**src/rtl/cursor_motion_if.sv**
```systemverilog
// Button/strobe inputs and cursor outputs of the cursor motion controller.
// master drives buttons and strobes; slave is the controller.
interface cursor_motion_if;
  logic        enable;
  logic        tick;
  logic        recenter;
  logic        btnL;
  logic        btnR;
  logic        btnU;
  logic        btnD;
  logic        btnC;
  logic [11:0] cursor_x;
  logic [11:0] cursor_y;
  logic [5:0]  speed;
  logic        moving;
  logic        click_pulse;

  modport master (
    output enable, tick, recenter,
    output btnL, btnR, btnU, btnD, btnC,
    input  cursor_x, cursor_y, speed,
    input  moving, click_pulse
  );

  modport slave (
    input  enable, tick, recenter,
    input  btnL, btnR, btnU, btnD, btnC,
    output cursor_x, cursor_y, speed,
    output moving, click_pulse
  );
endinterface

```
**src/rtl/cursor_motion_ctrl.sv**
```systemverilog
// Cursor position sequencer: step on press, repeat, then accelerate,
// clamped to the frame; plus a one-shot click strobe from btnC.
module cursor_motion_ctrl #(
  parameter int H_MAX      = 1279,
  parameter int V_MAX      = 1023,
  parameter int H_INIT     = 640,
  parameter int V_INIT     = 512,
  parameter int REPEAT_DLY = 3,
  parameter int SPEED_MAX  = 63
) (
  input logic             clk,
  input logic             rst,
  cursor_motion_if.slave  bus
);

  localparam logic [1:0] S_IDLE  = 2'd0;
  localparam logic [1:0] S_HOLD  = 2'd1;
  localparam logic [1:0] S_ACCEL = 2'd2;

  localparam logic [1:0] D_L = 2'd0;
  localparam logic [1:0] D_R = 2'd1;
  localparam logic [1:0] D_U = 2'd2;
  localparam logic [1:0] D_D = 2'd3;

  localparam logic        [7:0]  RPT    = 8'(REPEAT_DLY);
  localparam logic        [5:0]  SMAX   = 6'(SPEED_MAX);
  localparam logic signed [12:0] HMAX_S = 13'(H_MAX);
  localparam logic signed [12:0] VMAX_S = 13'(V_MAX);
  localparam logic        [11:0] HMAX_U = 12'(H_MAX);
  localparam logic        [11:0] VMAX_U = 12'(V_MAX);
  localparam logic        [11:0] HINIT  = 12'(H_INIT);
  localparam logic        [11:0] VINIT  = 12'(V_INIT);

  logic [1:0]  state_q, state_d;
  logic [1:0]  dir_q, dir_d;
  logic [7:0]  hold_q, hold_d;
  logic [5:0]  speed_q, speed_d;
  logic [11:0] x_q, x_d;
  logic [11:0] y_q, y_d;
  logic        btnc_q, btnc_d;
  logic        click_q, click_d;

  logic        dir_any;
  logic        dir_valid;
  logic [1:0]  dir_now;
  logic        fresh;
  logic        do_step;
  logic signed [12:0] step;
  logic signed [12:0] xs, ys;
  logic signed [12:0] x_dec, x_inc;
  logic signed [12:0] y_dec, y_inc;

  // Decode a single direction button; btnC or multiple buttons mean none
  always_comb begin
    dir_now   = D_L;
    dir_valid = 1'b0;
    dir_any   = bus.btnL | bus.btnR | bus.btnU | bus.btnD;
    case ({bus.btnL, bus.btnR, bus.btnU, bus.btnD})
      4'b1000: begin dir_now = D_L; dir_valid = ~bus.btnC; end
      4'b0100: begin dir_now = D_R; dir_valid = ~bus.btnC; end
      4'b0010: begin dir_now = D_U; dir_valid = ~bus.btnC; end
      4'b0001: begin dir_now = D_D; dir_valid = ~bus.btnC; end
      default: ;
    endcase
  end

  // Motion FSM: decides step size and the repeat/acceleration state
  always_comb begin
    state_d = state_q;
    dir_d   = dir_q;
    hold_d  = hold_q;
    speed_d = speed_q;
    do_step = 1'b0;
    step    = 13'sd1;
    fresh   = 1'b0;
    unique case (state_q)
      S_IDLE: fresh = bus.enable & bus.tick & dir_valid;
      S_HOLD, S_ACCEL: begin
        if (!dir_valid || !bus.enable) begin
          state_d = S_IDLE;
          hold_d  = '0;
          speed_d = '0;
        end else if (bus.tick) begin
          if (dir_now != dir_q) begin
            fresh = 1'b1;
          end else if (state_q == S_HOLD) begin
            do_step = 1'b1;
            hold_d  = hold_q + 8'd1;
            if (hold_d == RPT) begin
              state_d = S_ACCEL;
              speed_d = '0;
            end
          end else begin
            do_step = 1'b1;
            step    = 13'sd1 + $signed({7'd0, speed_q});
            if (speed_q != SMAX) speed_d = speed_q + 6'd1;
          end
        end
      end
      default: begin
        state_d = S_IDLE;
        hold_d  = '0;
        speed_d = '0;
      end
    endcase
    if (fresh) begin
      do_step = 1'b1;
      step    = 13'sd1;
      dir_d   = dir_now;
      hold_d  = 8'd1;
      speed_d = '0;
      state_d = (RPT == 8'd1) ? S_ACCEL : S_HOLD;
    end
  end

  // Clamped position update; recenter overrides any step
  always_comb begin
    x_d   = x_q;
    y_d   = y_q;
    xs    = $signed({1'b0, x_q});
    ys    = $signed({1'b0, y_q});
    x_dec = xs - step;
    x_inc = xs + step;
    y_dec = ys - step;
    y_inc = ys + step;
    if (bus.recenter) begin
      x_d = HINIT;
      y_d = VINIT;
    end else if (do_step) begin
      unique case (dir_now)
        D_L: x_d = x_dec[12] ? 12'd0 : x_dec[11:0];
        D_R: x_d = (x_inc > HMAX_S) ? HMAX_U : x_inc[11:0];
        D_U: y_d = y_dec[12] ? 12'd0 : y_dec[11:0];
        D_D: y_d = (y_inc > VMAX_S) ? VMAX_U : y_inc[11:0];
      endcase
    end
  end

  // Rising-edge detect on btnC, qualified by enable and no direction
  always_comb begin
    btnc_d  = bus.btnC;
    click_d = bus.btnC & ~btnc_q & bus.enable & ~dir_any;
  end

  // State registers
  always_ff @(posedge clk or posedge rst) begin
    if (rst) begin
      state_q <= S_IDLE;
      dir_q   <= D_L;
      hold_q  <= '0;
      speed_q <= '0;
      x_q     <= HINIT;
      y_q     <= VINIT;
      btnc_q  <= 1'b0;
      click_q <= 1'b0;
    end else begin
      state_q <= state_d;
      dir_q   <= dir_d;
      hold_q  <= hold_d;
      speed_q <= speed_d;
      x_q     <= x_d;
      y_q     <= y_d;
      btnc_q  <= btnc_d;
      click_q <= click_d;
    end
  end

  assign bus.cursor_x    = x_q;
  assign bus.cursor_y    = y_q;
  assign bus.speed       = speed_q;
  assign bus.moving      = (state_q != S_IDLE);
  assign bus.click_pulse = click_q;

endmodule

```
**src/flat_wrapper.sv**
```systemverilog
// flat-port wrapper written by rule: the top's interface ports become plain ports
module cursor_motion_ctrl_flat 
#(
  parameter int H_MAX      = 1279,
  parameter int V_MAX      = 1023,
  parameter int H_INIT     = 640,
  parameter int V_INIT     = 512,
  parameter int REPEAT_DLY = 3,
  parameter int SPEED_MAX  = 63
)
  (clk, rst, bus_enable, bus_tick, bus_recenter, bus_btnL, bus_btnR, bus_btnU, bus_btnD, bus_btnC, bus_cursor_x, bus_cursor_y, bus_speed, bus_moving, bus_click_pulse);
  cursor_motion_if bus_i ();
  input logic clk;
  input logic rst;
  input wire logic [$bits(bus_i.enable)-1:0] bus_enable;
  input wire logic [$bits(bus_i.tick)-1:0] bus_tick;
  input wire logic [$bits(bus_i.recenter)-1:0] bus_recenter;
  input wire logic [$bits(bus_i.btnL)-1:0] bus_btnL;
  input wire logic [$bits(bus_i.btnR)-1:0] bus_btnR;
  input wire logic [$bits(bus_i.btnU)-1:0] bus_btnU;
  input wire logic [$bits(bus_i.btnD)-1:0] bus_btnD;
  input wire logic [$bits(bus_i.btnC)-1:0] bus_btnC;
  output wire logic [$bits(bus_i.cursor_x)-1:0] bus_cursor_x;
  output wire logic [$bits(bus_i.cursor_y)-1:0] bus_cursor_y;
  output wire logic [$bits(bus_i.speed)-1:0] bus_speed;
  output wire logic [$bits(bus_i.moving)-1:0] bus_moving;
  output wire logic [$bits(bus_i.click_pulse)-1:0] bus_click_pulse;
  assign bus_i.enable = bus_enable;
  assign bus_i.tick = bus_tick;
  assign bus_i.recenter = bus_recenter;
  assign bus_i.btnL = bus_btnL;
  assign bus_i.btnR = bus_btnR;
  assign bus_i.btnU = bus_btnU;
  assign bus_i.btnD = bus_btnD;
  assign bus_i.btnC = bus_btnC;
  assign bus_cursor_x = bus_i.cursor_x;
  assign bus_cursor_y = bus_i.cursor_y;
  assign bus_speed = bus_i.speed;
  assign bus_moving = bus_i.moving;
  assign bus_click_pulse = bus_i.click_pulse;
  cursor_motion_ctrl #(.H_MAX(H_MAX), .V_MAX(V_MAX), .H_INIT(H_INIT), .V_INIT(V_INIT), .REPEAT_DLY(REPEAT_DLY), .SPEED_MAX(SPEED_MAX)) u_core (.clk(clk), .rst(rst), .bus(bus_i));
endmodule
```
**config.mk**
```make
export PLATFORM = sky130hd
export DESIGN_NAME = cursor_motion_ctrl_flat
export DESIGN_NICKNAME = d
export VERILOG_FILES = /design/src/rtl/cursor_motion_if.sv /design/src/rtl/cursor_motion_ctrl.sv /design/src/flat_wrapper.sv
export SDC_FILE = /design/constraint.sdc
export NUM_CORES = 1
export LEC_CHECK = 0
export CAP_MARGIN = 20
export CORE_MARGIN = 5
export CORE_UTILIZATION = 55
export DETAILED_ROUTE_END_ITERATION = 10
export DONT_BUFFER_PORTS = 1
export GPL_TIMING_DRIVEN = 0
export PLACE_DENSITY = 0.7
export SKIP_CTS_REPAIR_TIMING = 1
export SLEW_MARGIN = 10
export SYNTH_ARGS = -nofsm -noshare
export SYNTH_HDL_FRONTEND = slang
export SYNTH_SLANG_ARGS = --single-unit
```
**constraint.sdc**
```tcl
create_clock -name clk -period 8 [get_ports clk]
set_clock_uncertainty 0.2 [all_clocks]
set_input_delay 1.2 -clock clk [delete_from_list [all_inputs] [get_ports clk]]
set_output_delay 1.2 -clock clk [all_outputs]
set_load 0.01 [all_outputs]
```
==> qor.yml, run 1 <==
outcome:
  status: "completed"
logic_synthesis:
  synth_most_common_cell: "nand2_1"
  yosys-top-cells-area: "dfrtp_1 (23%), ha_1 (10%), a21oi_1 (5.3%), nand2_1 (4.7%), nor2_1 (3.9%)"
  ys.flop_type: "dfrtp_1"
  synth_area_um2: 4368
  yosys_warnings: 0
  synthArstFlopShare_pct: 100.0
  synth_top_cell_area_share_pct: 23.49
  ys_ff_latch: 44
  synth_edf_count: 0
  synth_area_per_cell_um2: 7.800
  syn_nets: 609
  synth_common_cells: "nand2_1 (55), a21oi_1 (46), nor2_1 (45), dfrtp_1 (41), ha_1 (35)"
  synthCells: 560
  yosysTopAreaCell: "dfrtp_1"
  ys_seq_area_share_pct: 25.29
  synth_cell_type_count: 71
clock_network:
  clk_latency_ns: 0.31
  root_buffer: "clkbuf_8"
  cts_sinks: 44
  clk_pin_slew_worst_paths_ns: 0.10
  cts_made_buffers: 5
  htree_levels: 2
  cts.path.max_buffers: 2
  cts_tree: "done"
pwr:
  p_leak_nw: 2.111
  netSwitchingFraction_pct: 35.46
  internal-power_uw: 383.2
  peakVddDrop_uv: 98.68
  power_frac_comb_pct: 27.2
  seq_power_share_pct: 41.8
  power.total_uw: 593.7
  power_switching_uw: 210.5
  powerDensity_nw_per_um2: 128.2
  p_clk_share_pct: 31.1
cells_and_area:
  fin_util_pct: 59.93
  multi_input_comb_area_um2: 3003
  final_area_um2: 4631
  finalNonFillerCells: 671
  final_nets: 617
  drive_gt1_share_pct: 6.678
  num_antenna_cells: 0
  synthToLayoutAreaGrowth_pct: 6.015
  seq_area_um2: 1105
  fillCellCount: 721
worst_setup_path:
  critPathKind: "in2reg"
  slowest_stage: "nor3_1"
  path_delay_family: "compound AO/OA/AOI/OAI gates"
  r2r-end: "u_core.bus.cursor_y[8]"
  r2r-start: "u_core.dir_q[0]"
  crit_arrival_ns: 5.37
  rr_worst_depth: 17
  startpoint_type: "input port"
  worstSetupEndpoint: "u_core.bus.cursor_y[8]"
  cp_max_fo: 9
  worst_path_largest_cell_delay_ns: 0.45
  setup.worst_path.end_class: "register"
  r2r_setup_slack_ns: 3.29
  crit_cells: 17
  path_buf_inv: 2
  path_cells: "buf_4, nor2_4, nand3b_2, a21boi_2, o2111ai_1, nor3_1, nand2_1, ha_1, clkbuf_1, nand2b_1, a21oi_1, o21ai_1, a211oi_1, mux2i_1, nand2_1, o21ai_0, a211oi_1"
  startpoint: "bus_btnU"
  crit_required_ns: 7.97
floorplan:
  coreArea_um2: 7727
  ios: 42
  die_x_um: 99.12
  start_util_pct: 56.53
  die_h_um: 99.12
  row_count: 32
  die_area_um2: 9824
sta:
  slew_headroom_pct: 45.53
  period_minus_slack_ns: 5.405
  finalMaxSlewViolations: 0
  holdWs_ns: 0.2128
  setup_viol: 0
  setup_tns_ns: 0
  fin_crit_sh_pct: 67.56
  tightest_slew_ns: 0.8116
  rsz0062_at_grt: "false"
  timing.final.ws_setup_ns: 2.595
  finalHoldViolCount: 0
  max_freq_ghz: 0.1850
global_routing:
  grt_pass1_vias: 3925
  antenna_found_initial: 0
  grt_max_degree: 24
  grt_pass1_wl_um: 18950
  grt-ovfl-total: 0
  grt.total_usage_pct: 23.40
route:
  first_iter_violations: 267
  viasPerCell: 6.267
  wl_um: 11460
  drc: 0
  drt_first_pass_iters: 5
  vias: 4205
  antenna_left: 0
  wire_per_inst_um: 17.08
place:
  pre_cts_ws_ns: 2.305
  placed_area_um2: 4516
  hpwl_um: 8767
  gp_congestion: 0.9588
  portBuffers: 0
  post-place-cells: 663
min_path:
  hold_class: "reg2reg"
  hold_depth: 1
  min-delay-start: "u_core.btnc_q"
flow_run:
  cap_viol_max_count: 0
==> worst register-to-register path: cells and delay by family, from the launching register on <==
family | cells | cell delay, ns
compound gates | 7 | 1.48
fa+ha+maj | 1 | 0.33
buf+inv | 1 | 0.18
flops | 1 | 0.43
mux | 1 | 0.34
simple gates | 7 | 1.62
==> kinds of logic after synthesis <==
kind of cell / synth area share [%]
simple gates: 25.09
compound gates: 26.50
buf+inv: 5.958
flops: 25.29
fa+ha+maj: 11.86
xor+xnor: 4.583
mux: 0.7161
==> metal layers <==
layer / GRT usage (%) / wire [um]
met4: 7.458 / 161
met3: 5.189 / 756
met5: 0 / 0
met2: 36.52 / 5230
met1: 32.32 / 5311
==> layout make-up <==
cell class,count,area share [%]
Multi-Input combinational cell,455,64.85
Clock buffer,5,1.486
Buffer,26,2.783
Inverter,35,2.837
Sequential cell,44,23.86
Timing Repair Buffer,1,0.4323
Clock inverter,3,0.9997
Tap cell,102,2.756
==> worst min path at each step <==
stage | slack, ns | to
detailed placement | 0.20 | u_core.bus.click_pulse
floorplan | 0.18 | u_core.bus.click_pulse
global placement | 0.19 | u_core.bus.click_pulse
finish | 0.21 | u_core.bus.click_pulse
global route | 0.26 | u_core.bus.click_pulse
CTS | 0.22 | u_core.bus.click_pulse
==> power groups by stage <==
stage               clock network, mW  registers, mW  logic, mW
detailed placement                  0          0.252      0.159
global route                    0.199          0.250      0.180
global placement                    0          0.252      0.154
finish                          0.184          0.248      0.161
CTS                             0.190          0.248      0.159
floorplan                           0          0.248      0.123
==> state kept, by name, indices dropped and copies added (netlist names) <==
register and count:
u_core.btnc_q 1, u_core.bus.click_pulse 1, u_core.bus.cursor_x 12, u_core.bus.cursor_y 12, u_core.bus.speed 6, u_core.dir_q 2, u_core.hold_q 8, u_core.state_q 2
==> cell usage in the layout, fill, tap and decap left out, types with 4 or more instances in the layout <==
cell type	n
o31ai_1	7
nor4_1	4
clkbuf_1	18
clkbuf_8	5
ha_1	35
and2_1	6
or2_1	5
o41ai_1	7
xor2_1	5
nand4_1	5
a21oi_1	46
dfrtp_1	41
nand2_1	55
xnor2_1	16
nor2b_1	13
o21ai_0	21
nand2b_1	13
o211ai_1	7
nand3_1	17
fa_1	4
a21o_1	11
or3_1	10
a31oi_1	6
and3_1	10
inv_1	32
buf_2	4
or4_1	5
nor2_1	45
nor3_1	16
o21ai_1	21
a211o_1	8
Note: power is estimated with default switching activity, not from simulation.
==> run 2: changes to the inputs <==
--- a/config.mk
+++ b/config.mk
@@ -11,7 +11,7 @@
 export DETAILED_ROUTE_END_ITERATION = 10
 export DONT_BUFFER_PORTS = 1
 export GPL_TIMING_DRIVEN = 0
-export PLACE_DENSITY = 0.7
+export PLACE_DENSITY = 0.73
 export SKIP_CTS_REPAIR_TIMING = 1
 export SLEW_MARGIN = 10
 export SYNTH_ARGS = -nofsm -noshare
==> constraint.sdc (replaced) <==
create_clock -name clk -period 4.33 [get_ports clk]
set_clock_uncertainty 0.2 [all_clocks]
set_input_delay 0.6495 -clock clk [delete_from_list [all_inputs] [get_ports clk]]
set_output_delay 0.6495 -clock clk [all_outputs]
set_load 0.01 [all_outputs]
==> qor.yml, run 2 (synthesis results as in run 1) <==
cells_and_area:
  drive_gt1_share_pct: 12.41  # +5.7 points
  final_area_um2: 4890  # +5.6%
  final_cell_mix: "nand2_1 (50), a21oi_1 (45), nor2_1 (43)"
  final_nets: 620  # +0.49%
  final_common_cell: "nand2_1"
  finalNonFillerCells: 674  # +0.45%
  fillCellCount: 672  # -6.8%
  synthToLayoutAreaGrowth_pct: 11.95
  num_antenna_cells: 0  # unchanged
sta:
  tightest_slew_ns: 0.8368  # +0.02520 ns
  finalHoldViolCount: 2  # +2
  slew_headroom_pct: 43.84  # -1.7 points
  fin_crit_sh_pct: 99.21
  finalMaxSlewViolations: 0  # unchanged
  setup_tns_ns: 0  # unchanged
  max_freq_ghz: 0.2328
  holdWs_ns: -0.0008669  # -0.2137 ns
  period_minus_slack_ns: 4.296
  setup_viol: 0  # unchanged
pwr:
  powerDensity_nw_per_um2: 236.5  # +84%
  peakVddDrop_uv: 162.0  # +64%
  power.total_mw: 1.157  # +95%
  p_leak_nw: 2.187  # +3.6%
route:
  drt_first_pass_iters: 5  # unchanged
  highest_layer: "met4"
  wire_per_inst_um: 17.83  # +4.4%
  antenna_left: 0  # unchanged
  viasPerCell: 6.246  # -0.33%
  first_iter_violations: 320  # +20%
  vias: 4210  # +0.12%
  drc: 0  # unchanged
  wl_met2_um: 5598  # +7.0%
  dr_wl_met3_um: 785  # +3.8%
  wl_um: 12020  # +4.9%
  m1WireLength_um: 5365  # +1.0%
worst_setup_path:
  crit_required_ns: 4.36  # -3.61 ns
  cp_max_fo: 10  # +1
  critPathKind: "in2reg"
  crit_arrival_ns: 4.33  # -1.04 ns
  r2r-end: "u_core.bus.cursor_x[4]"
  r2r-start: "u_core.dir_q[0]"
  r2r_setup_slack_ns: 0.07  # -3.22 ns
  rr_worst_depth: 17  # unchanged
  setup.worst_path.end_class: "register"
  startpoint_type: "input port"
global_routing:
  grt_max_degree: 29  # +21%
  grt.total_usage_pct: 23.55  # +0.15 points
  grt_pass1_wl_um: 19130  # +0.94%
  grt-ovfl-total: 0  # unchanged
  antenna_found_initial: 0  # unchanged
  grt_pass1_vias: 3924  # -0.025%
place:
  gp_congestion: 0.9530  # -0.60%
  post-place-cells: 663  # unchanged
  placed_area_um2: 4521  # +0.11%
  portBuffers: 0  # unchanged
  hpwl_um: 8781  # +0.16%
floorplan:
  ios: 42  # unchanged
  die_area_um2: 9824  # unchanged
  die_h_um: 99.12  # unchanged
  row_count: 32  # unchanged
  start_util_pct: 56.53  # unchanged
  coreArea_um2: 7727  # unchanged
  die_x_um: 99.12  # unchanged
clock_network:
  cts.path.max_buffers: 2  # unchanged
  htree_levels: 2  # unchanged
  clk_latency_ns: 0.31  # about the same
  cts_made_buffers: 5  # unchanged
  cts_sinks: 44  # unchanged
  root_buffer: "clkbuf_8"
  clk_pin_slew_worst_paths_ns: 0.09  # about the same
  cts_tree: "done"
min_path:
  hold_class: "in2async"
outcome:
  status: "finished with violations"
  violations: "hold timing"
flow_run:
  cap_viol_max_count: 0  # unchanged
-- run 2: worst max-delay path by stage --
stage | start | to | slack [ns] | cells after the start
after floorplan | bus_btnU | u_core.bus.cursor_x[4] | 0.06 | 18
after CTS | bus_btnU | u_core.bus.cursor_x[2] | -0.32 | 16
after detailed placement | bus_btnU | u_core.bus.cursor_x[2] | -0.65 | 16
after global routing | bus_btnD | u_core.bus.cursor_x[4] | -0.15 | 18
after global placement | bus_btnU | u_core.bus.cursor_x[2] | -0.61 | 16
final | bus_btnD | u_core.bus.cursor_x[4] | 0.03 | 18
-- run 2: final cells by class --
cell class / instances / area, um2 / area share, %
plain buffers: 23 / 126.4 / 2.584
clock buffers: 7 / 96.34 / 1.970
clock inverters: 1 / 30.03 / 0.6141
inverters: 35 / 131.4 / 2.687
multi-input cells: 455 / 3208 / 65.61
flip-flops and latches: 44 / 1105 / 22.59
well taps: 102 / 127.6 / 2.610
repair buffers: 7 / 65.06 / 1.331
-- run 2: power by group --
| part | switching, mW | leakage, nW | internal [mW] |
|---|---|---|---|
| Combinational | 0.216 | 1.53 | 0.114 |
| Clock | 0.162 | 0.0645 | 0.204 |
| Sequential | 0.0309 | 0.598 | 0.430 |
-- run 2: critical path: stages --
cell       delay (ns)
buf_6            0.13
nor2_4           0.16
xnor2_1          0.10
a211o_1          0.32
nand2_2          0.12
o2111ai_4        0.15
nor3_4           0.30
nand2b_1         0.12
ha_1             0.29
clkbuf_4         0.19
nor2_4           0.14
o211ai_1         0.20
a2111oi_4        0.39
o41ai_4          0.11
o22ai_4          0.28
a21oi_1          0.08
or3_4            0.41
o31ai_2          0.17
-- run 2: layer usage --
metal  global-route usage (%)  up-vias
met2                    37.14      143
met3                    4.278       29
met4                    7.143        0
li1                         -     2037
met5                        0        -
met1                    32.94     2001
-- run 2: metrics by stage --
step / hold WS, ns / setup slack (ns) / util (%)
floorplan: 0.1837 / 0.06405 / -
global placement: 0.1849 / -0.6077 / 58.24
detailed placement: 0.2141 / -0.6453 / 58.50
CTS: 0.01680 / -0.3228 / 60.14
global route: 0.03192 / -0.1514 / 63.28
finish: -0.0008669 / 0.03402 / 63.28
==> run 3: changes to the inputs <==
--- a/config.mk
+++ b/config.mk
@@ -5,6 +5,7 @@
 export SDC_FILE = /design/constraint.sdc
 export NUM_CORES = 1
 export LEC_CHECK = 0
+export ABC_CLOCK_PERIOD_IN_PS = 4330
 export CAP_MARGIN = 20
 export CORE_MARGIN = 5
 export CORE_UTILIZATION = 55
==> results of run 3 <==
Final layout, timing and power as in run 2 (identical DEF).
